File: config.mk
export PLATFORM = sky130hd
export DESIGN_NAME = execute_unit
export DESIGN_NICKNAME = d
export VERILOG_FILES = /design/src/rtl/exec_pkg.sv /design/src/rtl/mul_seq.sv /design/src/rtl/execute_unit.sv
export SDC_FILE = /design/constraint.sdc
export NUM_CORES = 1
export LEC_CHECK = 0
export CORE_UTILIZATION = 45
export DETAILED_ROUTE_END_ITERATION = 16
export PLACE_DENSITY = 0.68
export SLEW_MARGIN = 20
export SYNTH_ARGS = -nofsm -noshare
export SYNTH_HDL_FRONTEND = slang
export SYNTH_SLANG_ARGS = --single-unit
File: constraint.sdc
create_clock -name clk -period 9.25 [get_ports clk]
set_clock_uncertainty 0.2 [all_clocks]
set_input_delay 1.3875 -clock clk [delete_from_list [all_inputs] [get_ports clk]]
set_output_delay 1.3875 -clock clk [all_outputs]
set_load 0.01 [all_outputs]
File: src/rtl/exec_pkg.sv
// Shared definitions for the execute stage: op codes, flag bit positions, FSM states.
package exec_pkg;

    typedef enum logic [2:0] {
        OP_ADD = 3'd0,
        OP_SUB = 3'd1,
        OP_AND = 3'd2,
        OP_OR  = 3'd3,
        OP_NOT = 3'd4,
        OP_SHL = 3'd5,
        OP_MOV = 3'd6,
        OP_MUL = 3'd7
    } op_e;

    localparam int FLAG_Z = 0;
    localparam int FLAG_N = 1;
    localparam int FLAG_C = 2;

    typedef enum logic [1:0] {
        ST_IDLE = 2'd0,
        ST_MUL  = 2'd1,
        ST_DONE = 2'd2
    } state_e;

endpackage

File: src/rtl/mul_seq.sv
// Sequential shift-add multiplier: one partial product per cycle, WIDTH cycles per multiply.
// done_o is high during the cycle whose closing edge performs the final iteration,
// so product_o holds the complete product right after that edge.
module mul_seq #(
    parameter int WIDTH = 16
) (
    input  logic                 clk_i,
    input  logic                 rst_ni,
    input  logic                 start_i,
    input  logic                 kill_i,
    input  logic [WIDTH-1:0]     a_i,
    input  logic [WIDTH-1:0]     b_i,
    output logic                 done_o,
    output logic [2*WIDTH-1:0]   product_o
);

    localparam int CW = $clog2(WIDTH + 1);

    logic                 run_q, run_d;
    logic [CW-1:0]        cnt_q, cnt_d;
    logic [2*WIDTH-1:0]   acc_q, acc_d;
    logic [2*WIDTH-1:0]   mcand_q, mcand_d;
    logic [WIDTH-1:0]     mplier_q, mplier_d;

    assign done_o    = run_q && (cnt_q == CW'(WIDTH - 1));
    assign product_o = acc_q;

    // Next-state: load operands on start, otherwise add-and-shift while running.
    always_comb begin
        run_d    = run_q;
        cnt_d    = cnt_q;
        acc_d    = acc_q;
        mcand_d  = mcand_q;
        mplier_d = mplier_q;
        if (kill_i) begin
            run_d = 1'b0;
        end else if (start_i) begin
            run_d    = 1'b1;
            cnt_d    = '0;
            acc_d    = '0;
            mcand_d  = {{WIDTH{1'b0}}, a_i};
            mplier_d = b_i;
        end else if (run_q) begin
            if (mplier_q[0]) begin
                acc_d = acc_q + mcand_q;
            end
            mcand_d  = mcand_q << 1;
            mplier_d = mplier_q >> 1;
            cnt_d    = cnt_q + 1'b1;
            if (done_o) begin
                run_d = 1'b0;
            end
        end
    end

    // Control state: reset abandons any multiply in progress immediately.
    always_ff @(posedge clk_i or negedge rst_ni) begin
        if (!rst_ni) begin
            run_q <= 1'b0;
            cnt_q <= '0;
        end else begin
            run_q <= run_d;
            cnt_q <= cnt_d;
        end
    end

    // Datapath state: only meaningful while run_q is set, so no reset needed.
    always_ff @(posedge clk_i) begin
        acc_q    <= acc_d;
        mcand_q  <= mcand_d;
        mplier_q <= mplier_d;
    end

endmodule

File: src/rtl/execute_unit.sv
// Execute stage: single-cycle ALU ops, optional multi-cycle multiply, Z/N/C flag
// register and a registered result handed downstream through valid/ready.
module execute_unit
    import exec_pkg::*;
#(
    parameter int WIDTH  = 16,
    parameter int MUL_EN = 1
) (
    input  logic             clk,
    input  logic             rst_n,
    input  logic             flush,
    input  logic             in_valid,
    output logic             in_ready,
    input  logic [2:0]       op,
    input  logic [WIDTH-1:0] src1,
    input  logic [WIDTH-1:0] src2,
    output logic             out_valid,
    input  logic             out_ready,
    output logic [WIDTH-1:0] result,
    output logic [2:0]       flags,
    output logic             busy
);

    localparam int SH_W = $clog2(WIDTH);

    state_e             state_q, state_d;
    logic               out_valid_q, out_valid_d;
    logic [WIDTH-1:0]   result_q, result_d;
    logic [2:0]         flags_q, flags_d;

    op_e                op_w;
    logic               is_mul, can_load, accept, load_alu, load_mul, mul_start;
    logic [WIDTH:0]     sum_w, diff_w, shl_w;
    logic [WIDTH-1:0]   alu_res;
    logic               alu_c, zn_we, c_we;
    logic               mul_done;
    logic [2*WIDTH-1:0] mul_prod;

    assign op_w   = op_e'(op);
    assign is_mul = (MUL_EN != 0) && (op_w == OP_MUL);

    // Extra top bit captures carry, borrow, or the last bit shifted out (0 for a zero shift).
    assign sum_w  = {1'b0, src1} + {1'b0, src2};
    assign diff_w = {1'b0, src1} - {1'b0, src2};
    assign shl_w  = {1'b0, src1} << src2[SH_W-1:0];

    assign can_load  = !out_valid_q || out_ready;
    assign accept    = in_valid && in_ready;
    assign load_alu  = accept && !is_mul;
    assign mul_start = accept && is_mul;
    assign load_mul  = (state_q == ST_DONE) && can_load && !flush;

    generate
        if (MUL_EN != 0) begin : g_mul
            mul_seq #(.WIDTH(WIDTH)) u_mul (
                .clk_i     (clk),
                .rst_ni    (rst_n),
                .start_i   (mul_start),
                .kill_i    (flush),
                .a_i       (src1),
                .b_i       (src2),
                .done_o    (mul_done),
                .product_o (mul_prod)
            );
        end else begin : g_nomul
            assign mul_done = 1'b0;
            assign mul_prod = '0;
        end
    endgenerate

    // ALU decode: result value plus which flag groups this op is allowed to write.
    always_comb begin
        alu_res = src2;
        alu_c   = flags_q[FLAG_C];
        zn_we   = 1'b1;
        c_we    = 1'b0;
        case (op_w)
            OP_ADD: begin alu_res = sum_w[WIDTH-1:0];  alu_c = sum_w[WIDTH];  c_we = 1'b1; end
            OP_SUB: begin alu_res = diff_w[WIDTH-1:0]; alu_c = diff_w[WIDTH]; c_we = 1'b1; end
            OP_AND: alu_res = src1 & src2;
            OP_OR:  alu_res = src1 | src2;
            OP_NOT: alu_res = ~src1;
            OP_SHL: begin alu_res = shl_w[WIDTH-1:0];  alu_c = shl_w[WIDTH];  c_we = 1'b1; end
            default: begin alu_res = src2; zn_we = 1'b0; end  // MOV, and MUL when no multiplier
        endcase
    end

    // FSM state register.
    always_ff @(posedge clk or negedge rst_n) begin
        if (!rst_n) begin
            state_q <= ST_IDLE;
        end else begin
            state_q <= state_d;
        end
    end

    // FSM next state: flush always returns to IDLE.
    always_comb begin
        state_d = state_q;
        if (flush) begin
            state_d = ST_IDLE;
        end else begin
            case (state_q)
                ST_IDLE: if (mul_start) state_d = ST_MUL;
                ST_MUL:  if (mul_done)  state_d = ST_DONE;
                ST_DONE: if (can_load)  state_d = ST_IDLE;
                default: state_d = ST_IDLE;
            endcase
        end
    end

    // FSM outputs: accept only when idle, the result slot frees up, and not flushing.
    always_comb begin
        in_ready = rst_n && (state_q == ST_IDLE) && can_load && !flush;
        busy     = (state_q == ST_MUL);
    end

    // Result/flag next state: a load wins over a drain; flush kills valid but keeps flags.
    always_comb begin
        out_valid_d = out_valid_q;
        result_d    = result_q;
        flags_d     = flags_q;
        if (flush) begin
            out_valid_d = 1'b0;
        end else begin
            if (out_ready) begin
                out_valid_d = 1'b0;
            end
            if (load_alu) begin
                out_valid_d = 1'b1;
                result_d    = alu_res;
                if (zn_we) begin
                    flags_d[FLAG_Z] = (alu_res == '0);
                    flags_d[FLAG_N] = alu_res[WIDTH-1];
                end
                if (c_we) begin
                    flags_d[FLAG_C] = alu_c;
                end
            end else if (load_mul) begin
                out_valid_d     = 1'b1;
                result_d        = mul_prod[WIDTH-1:0];
                flags_d[FLAG_Z] = (mul_prod[WIDTH-1:0] == '0);
                flags_d[FLAG_N] = mul_prod[WIDTH-1];
                flags_d[FLAG_C] = (mul_prod[2*WIDTH-1:WIDTH] != '0);
            end
        end
    end

    // Result, valid and flag registers.
    always_ff @(posedge clk or negedge rst_n) begin
        if (!rst_n) begin
            out_valid_q <= 1'b0;
            result_q    <= '0;
            flags_q     <= 3'b000;
        end else begin
            out_valid_q <= out_valid_d;
            result_q    <= result_d;
            flags_q     <= flags_d;
        end
    end

    assign out_valid = out_valid_q;
    assign result    = result_q;
    assign flags     = flags_q;

endmodule

## Word-level counts from Yosys, hierarchy flattened

Index checks and enable logic that the tools add are counted.

- Input bits: 40
- Word-level logic and storage cells: 96
- Output and inout bits: 22
- Flip-flop bits (word level): 108

- Add/sub/neg operators: 4
- Reduce and logical (&&, ||, !) cells: 30
- Muxes and demuxes: 31
- Equal/unequal tests: 15
- Shift-type cells: 1
- Bitwise logic cells: 4

Operators by type and width:

| operator | count |
|---|---|
| $mux W32 | 3 |
| $pmux W16 S6 | 1 |
| $mux W16 | 5 |
| $add A32 B32 Y32 | 1 |
| $logic_not A16 Y1 | 2 |
| $add A16 B16 Y17 | 1 |
| $shl A16 B4 Y17 | 1 |
| $sub A16 B16 Y17 | 1 |
| $and A16 B16 Y16 | 1 |
| $not A16 Y16 | 1 |
| $or A16 B16 Y16 | 1 |
| $reduce_bool A16 Y1 | 1 |
| $mux W1 | 11 |
| $mux W2 | 5 |
| $mux W5 | 2 |
| $eq A3 B3 Y1 const B | 3 |
| $logic_and A1 B1 Y1 | 9 |
| $reduce_and A3 Y1 | 3 |
| $eq A3 B2 Y1 const B | 2 |
| $mux W3 | 2 |
| $ne A3 B2 Y1 const B | 2 |
| $pmux W2 S3 | 1 |
| $reduce_bool A2 Y1 | 3 |
| $reduce_or A6 Y1 | 1 |
| 18 further kinds | 22 |

## Longest topological paths before layout

- Depth after elaboration: 9
- Mapped depth: 13
- Mapped depth without buffers: 13

## Modules after synthesis

A second synthesis with hierarchy kept.

- Cells, all modules: 1130
- Area total of the unflattened synthesis: 10126.0 sq um

By module, submodules not included:

| module | seq. area each (sq um) | area an instance (sq um) | cells an instance | times used |
|---|---|---|---|---|
| mul_seq | 2552.4 | 5303.8 | 475 | 1 |
| execute_unit | 550.5 | 4822.1 | 655 | 1 |

## Least setup slack after synthesis

Ideal clock, no wire load.

- Kind: input to register
- Start: in flush
- End: reg g_mul.u_mul.mcand_q[0] (enable)
- Arrival: 3.816 ns
- Buffers on the path: 3
- Stages: 7
- Setup time: 0.406 ns
- Slack: 4.827 ns
- Path through: clkbuf_1 > nor4b_1 > and3_1 > nand4_1 > clkbuf_1 > clkbuf_1 > nand2_1

- Word-level cells in the longest chain between the ends: 6
- Elaborated cells between the ends (all ways): 7
- Classes of those cells: 1 x bitwise; 6 x reduce/logical

RTL lines:

| item | line | source |
|---|---|---|
| start: declaration | execute_unit.sv:11 | `input logic flush,` |
| $logic_not A1 Y1 | execute_unit.sv:114 | `in_ready = rst_n && (state_q == ST_IDLE) && can_load && !flush;` |
| $logic_and A1 B1 Y1 | execute_unit.sv:114 |  |
| $logic_and A1 B1 Y1 | execute_unit.sv:48 | `assign accept = in_valid && in_ready;` |
| $logic_and A1 B1 Y1 | execute_unit.sv:50 | `assign mul_start = accept && is_mul;` |
| $reduce_bool A2 Y1 (no source line) | - |  |
| $reduce_and A2 Y1 (no source line) * | - |  |
| end signal: assignment | mul_seq.sv:70 | `mcand_q <= mcand_d;` |
| end: declaration | mul_seq.sv:22 | `logic [2*WIDTH-1:0] mcand_q, mcand_d;` |

Every way passes the cells marked *; elsewhere a longest branch is shown, timed or not.
A chain may end at the register's enable or synchronous reset.

## Worst setup path in the final report

- Start: in src2[1]
- End: reg flags_q[0] (netlist: flags[0])

- Word-level cells in the longest chain between the ends: 5
- Elaborated cells between the ends (all ways): 9
- Classes of those cells: 2 x add/sub; 1 x shift; 3 x mux; 2 x bitwise; 1 x reduce/logical

RTL lines:

| item | line | source |
|---|---|---|
| start: declaration | execute_unit.sv:16 | `input logic [WIDTH-1:0] src2,` |
| $sub A16 B16 Y17 (tied with other cells) | execute_unit.sv:44 | `assign diff_w = {1'b0, src1} - {1'b0, src2};` |
| $pmux W16 S6 * | execute_unit.sv:77 | `case (op_w)` |
| $logic_not A16 Y1 * | execute_unit.sv:133 | `flags_d[FLAG_Z] = (alu_res == '0);` |
| $mux W2 * | execute_unit.sv:132 | `if (zn_we) begin` |
| $mux W3 * | execute_unit.sv:129 | `if (load_alu) begin` |
| end signal: assignment | execute_unit.sv:158 | `flags_q <= flags_d;` |
| end: declaration | execute_unit.sv:29 | `logic [2:0] flags_q, flags_d;` |

Every way passes the cells marked *; elsewhere a longest branch is shown, timed or not. The select of a mux whose other input is x is not followed.

==> results_dict.tcl <==
set metrics [dict create \
    critPathMaxFanout 24 \
    ys_seq_elements 108 \
    clock-root-buffer "clkbuf_16" \
    area_growth_pct 10.0 \
    wire_per_inst_um 20.6 \
    cp-startpoint "src2[1]" \
    ir_worst_vdd_v 0.0000791 \
    postCtsSetupRepairBufs 0 \
    setup_slack_ns 3.85 \
    intPower_uw 893 \
    die_y_um 149 \
    yosysWarnings 0 \
    fp-row-count 53 \
    combPwrFrac_pct 27.6 \
    finalCritPeriodShare_pct 58.4 \
    grt-ovfl-total 0 \
    synth_top_cell_area_share_pct 24.8 \
    synthTopCellsByArea "edfxtp_1 (25%), ha_1 (11%), dfrtp_1 (7.2%)" \
    post-route-util_pct 50.6 \
    min_period_ns 5.40 \
    cts_tree "done" \
    leakagePower_nw 4.34 \
    cp_top_family "buffers and inverters" \
    fmax_mhz 185 \
    startpoint_type "input pin" \
    synth_edf_count 80 \
    cts-htree-levels 3 \
    cts_made_buffers 9 \
    cts.sinks 108 \
    cts.path.max_buffers 2 \
    grt_use_total_pct 26.9 \
    antenna_found_initial 0 \
    share_seq_of_total_power_pct 42.5 \
    placedCellCount 1373 \
    path_class "in2reg" \
    dpl_worst_slack_ns 3.61 \
    final_nets 1237 \
    final_cell_count_no_fill 1389 \
    synthCells 1087 \
    synthArstFlopShare_pct 25.9 \
    diodes 0 \
    max_slew_margin_pct 30.6 \
    hold_start "result[0]$_DFFE_PN0P_" \
    die-area_um2 22100 \
    fp.dieW_um 149 \
    status "finished, final reports clean" \
    io_pins 62 \
    path_buf_inv 2 \
    hold_class "reg2reg" \
    core_um2 21000 \
    final-setup-viol-count 0 \
    yosysTopAreaCell "edfxtp_1" \
    start_util_pct 46.0 \
    clk_pin_slew_ns 0.08 \
    setup-tns-final_ns 0 \
    port-buffer-count 61 \
    avgSynthCellArea_um2 8.89 \
    drt_first_pass_iters 5 \
    cpPeakStageDelay_ns 1.12 \
    ys_seq_area_share_pct 32.1 \
    crit_chain "clkdlybuf4s50_1 > inv_1 > ha_1 > a211oi_1 > o21ai_0 > and3_1 > o32a_1 > nor4_1 > o211ai_1 > nor4_1 > nand4b_1 > nand2_1" \
    path_common_cell "nor4_1" \
    postCtsHoldBufs 0 \
    via_count 8547 \
    drt-initial-drc-count 812 \
    synth_area_um2 9670 \
    synthFlopType "edfxtp_1" \
    slew_viol_final 0 \
    critPathSlowestCell "clkdlybuf4s50_1" \
    grt_max_degree 88 \
    dpl.hpwl_mm 21.2 \
    grt_pass1_wl_mm 45.4 \
    clock_latency_ns 0.37 \
    antenna_left 0 \
    wl_mm 28.6 \
    drc 0 \
    drive_above_1_share_pct 5.21 \
    arrival_ns 5.51 \
    grt_pass1_vias 7995 \
    powerDensity_nw_per_um2 125 \
    pwr-share-clk_pct 29.9 \
    synth.distinct_cells 96 \
    cts_resized 0 \
    rsz0062_at_grt "no" \
    vias_per_cell 6.15 \
    tightest_slew_ns 1.04 \
    synth_fp_nets 1215 \
    end_kind "register" \
    p_sw_uw 438 \
    swShare_pct 32.9 \
    hold_viol_final 0 \
    synth_most_common_cell "nand2_1" \
    cap_violations 0 \
    gp_congestion 0.974 \
    synth_common_cells "nand2_1 (106), nor2_1 (90), ha_1 (85), edfxtp_1 (80), o21ai_0 (78)" \
    required_ns 9.36 \
    rr_startpoint "g_mul.u_mul.product_o[0]$_SDFFCE_PP0P_" \
]
worst reg2reg max path, delay by kind of cell, from the launching register on:
family,cells,cell delay (ns)
AO/OA/AOI/OAI,6,1.74
adder cells (fa/ha/maj),2,0.41
buffers and inverters,1,0.07
flip-flops,1,0.44
multiplexers,1,0.11
AND/OR/NAND/NOR,2,0.26
through the flow:
stage	instance area [um^2]	hold WS [ns]	total power, mW
3_5_place_dp	10300	0.260	0.937
6_report	10600	0.275	1.33
5_1_grt	10600	0.302	1.39
3_3_place_gp	10300	0.253	0.931
4_1_cts	10600	0.279	1.33
2_1_floorplan	9670	0.296	0.802
logic make-up (layout without fill, tap and decap cells):
group                      after synthesis  count (layout)  share of synthesized area (%)
AOI/OAI and AO/OA                      340             340                           23.8
muxes                                   36              36                           4.88
buffers and inverters                  117             144                           5.90
DFF                                    108             108                           32.1
xor gates and xnor gates                35              35                           3.17
and+or+nand+nor                        363             363                           18.6
adders and majority gates               88              88                           11.6
sequential cells by signal, indices dropped and copies added (netlist names):
| register | cells |
|---|---|
| result | 16 |
| g_mul.u_mul.product_o | 32 |
| g_mul.u_mul.cnt_q | 5 |
| g_mul.u_mul.run_q | 1 |
| g_mul.u_mul.mplier_q | 16 |
| out_valid | 1 |
| g_mul.u_mul.mcand_q | 32 |
| state_q | 2 |
| flags | 3 |
per-layer routing:
layer	vias up	part of all wire (%)	GRT usage (%)	wire length (um)
li1	4059	-	-	-
met1	4078	47	38.5	13400
met5	-	0	0	0
met2	359	43	39.9	12200
met4	0	3.4	11.1	976
met3	51	7.3	4.33	2090
worst paths after layout:
| check | end | slack, ns | cells past startpoint |
|---|---|---|---|
| worst min register to register | result[0]$_DFFE_PN0P_ | 0.28 | 2 |
| worst max register to register | g_mul.u_mul.product_o[30]$_SDFFCE_PP0P_ | 5.77 | 12 |
| worst min-delay path | result[0]$_DFFE_PN0P_ | 0.28 | 2 |
| worst max-delay path | flags[0]$_DFFE_PN0P_ | 3.85 | 12 |
| min in group asynchronous | result[3]$_DFFE_PN0P_ | 1.20 | 2 |
| max in group asynchronous | result[6]$_DFFE_PN0P_ | 7.38 | 2 |
layout make-up:
cell class                 count  area (um^2)
clock buffer                   9          225
clock inverter                 7         66.3
fill                        1942        10400
inverter                      57          214
multi-input combinational    862         6000
sequential                   108         3100
tap                          275          344
timing repair buffer          71          686
power by group through the flow:
stage | logic, mW | clock network, mW | registers [mW]
after detailed placement | 0.359 | 0 | 0.577
final | 0.367 | 0.398 | 0.566
after global routing | 0.399 | 0.421 | 0.570
after floorplan | 0.221 | 0 | 0.582
after CTS | 0.360 | 0.406 | 0.567
after global placement | 0.355 | 0 | 0.576
cell usage in the layout, fill, tap and decap left out, drive strengths merged, types with 10 or more instances in the layout:
cell,instances
nor2b,20
a21oi,66
edfxtp,80
nand3,18
nand4,14
clkdlybuf4s50,61
a211oi,16
inv,60
nor3,20
nand2,107
dfrtp,28
buf,10
xor2,15
a21o,29
nor4,15
o21ai,88
xnor2,20
and2,23
nand2b,22
ha,85
mux2i,23
o211ai,10
a22oi,17
a31oi,21
nor2,91
Power figures use the tool's default switching activity.
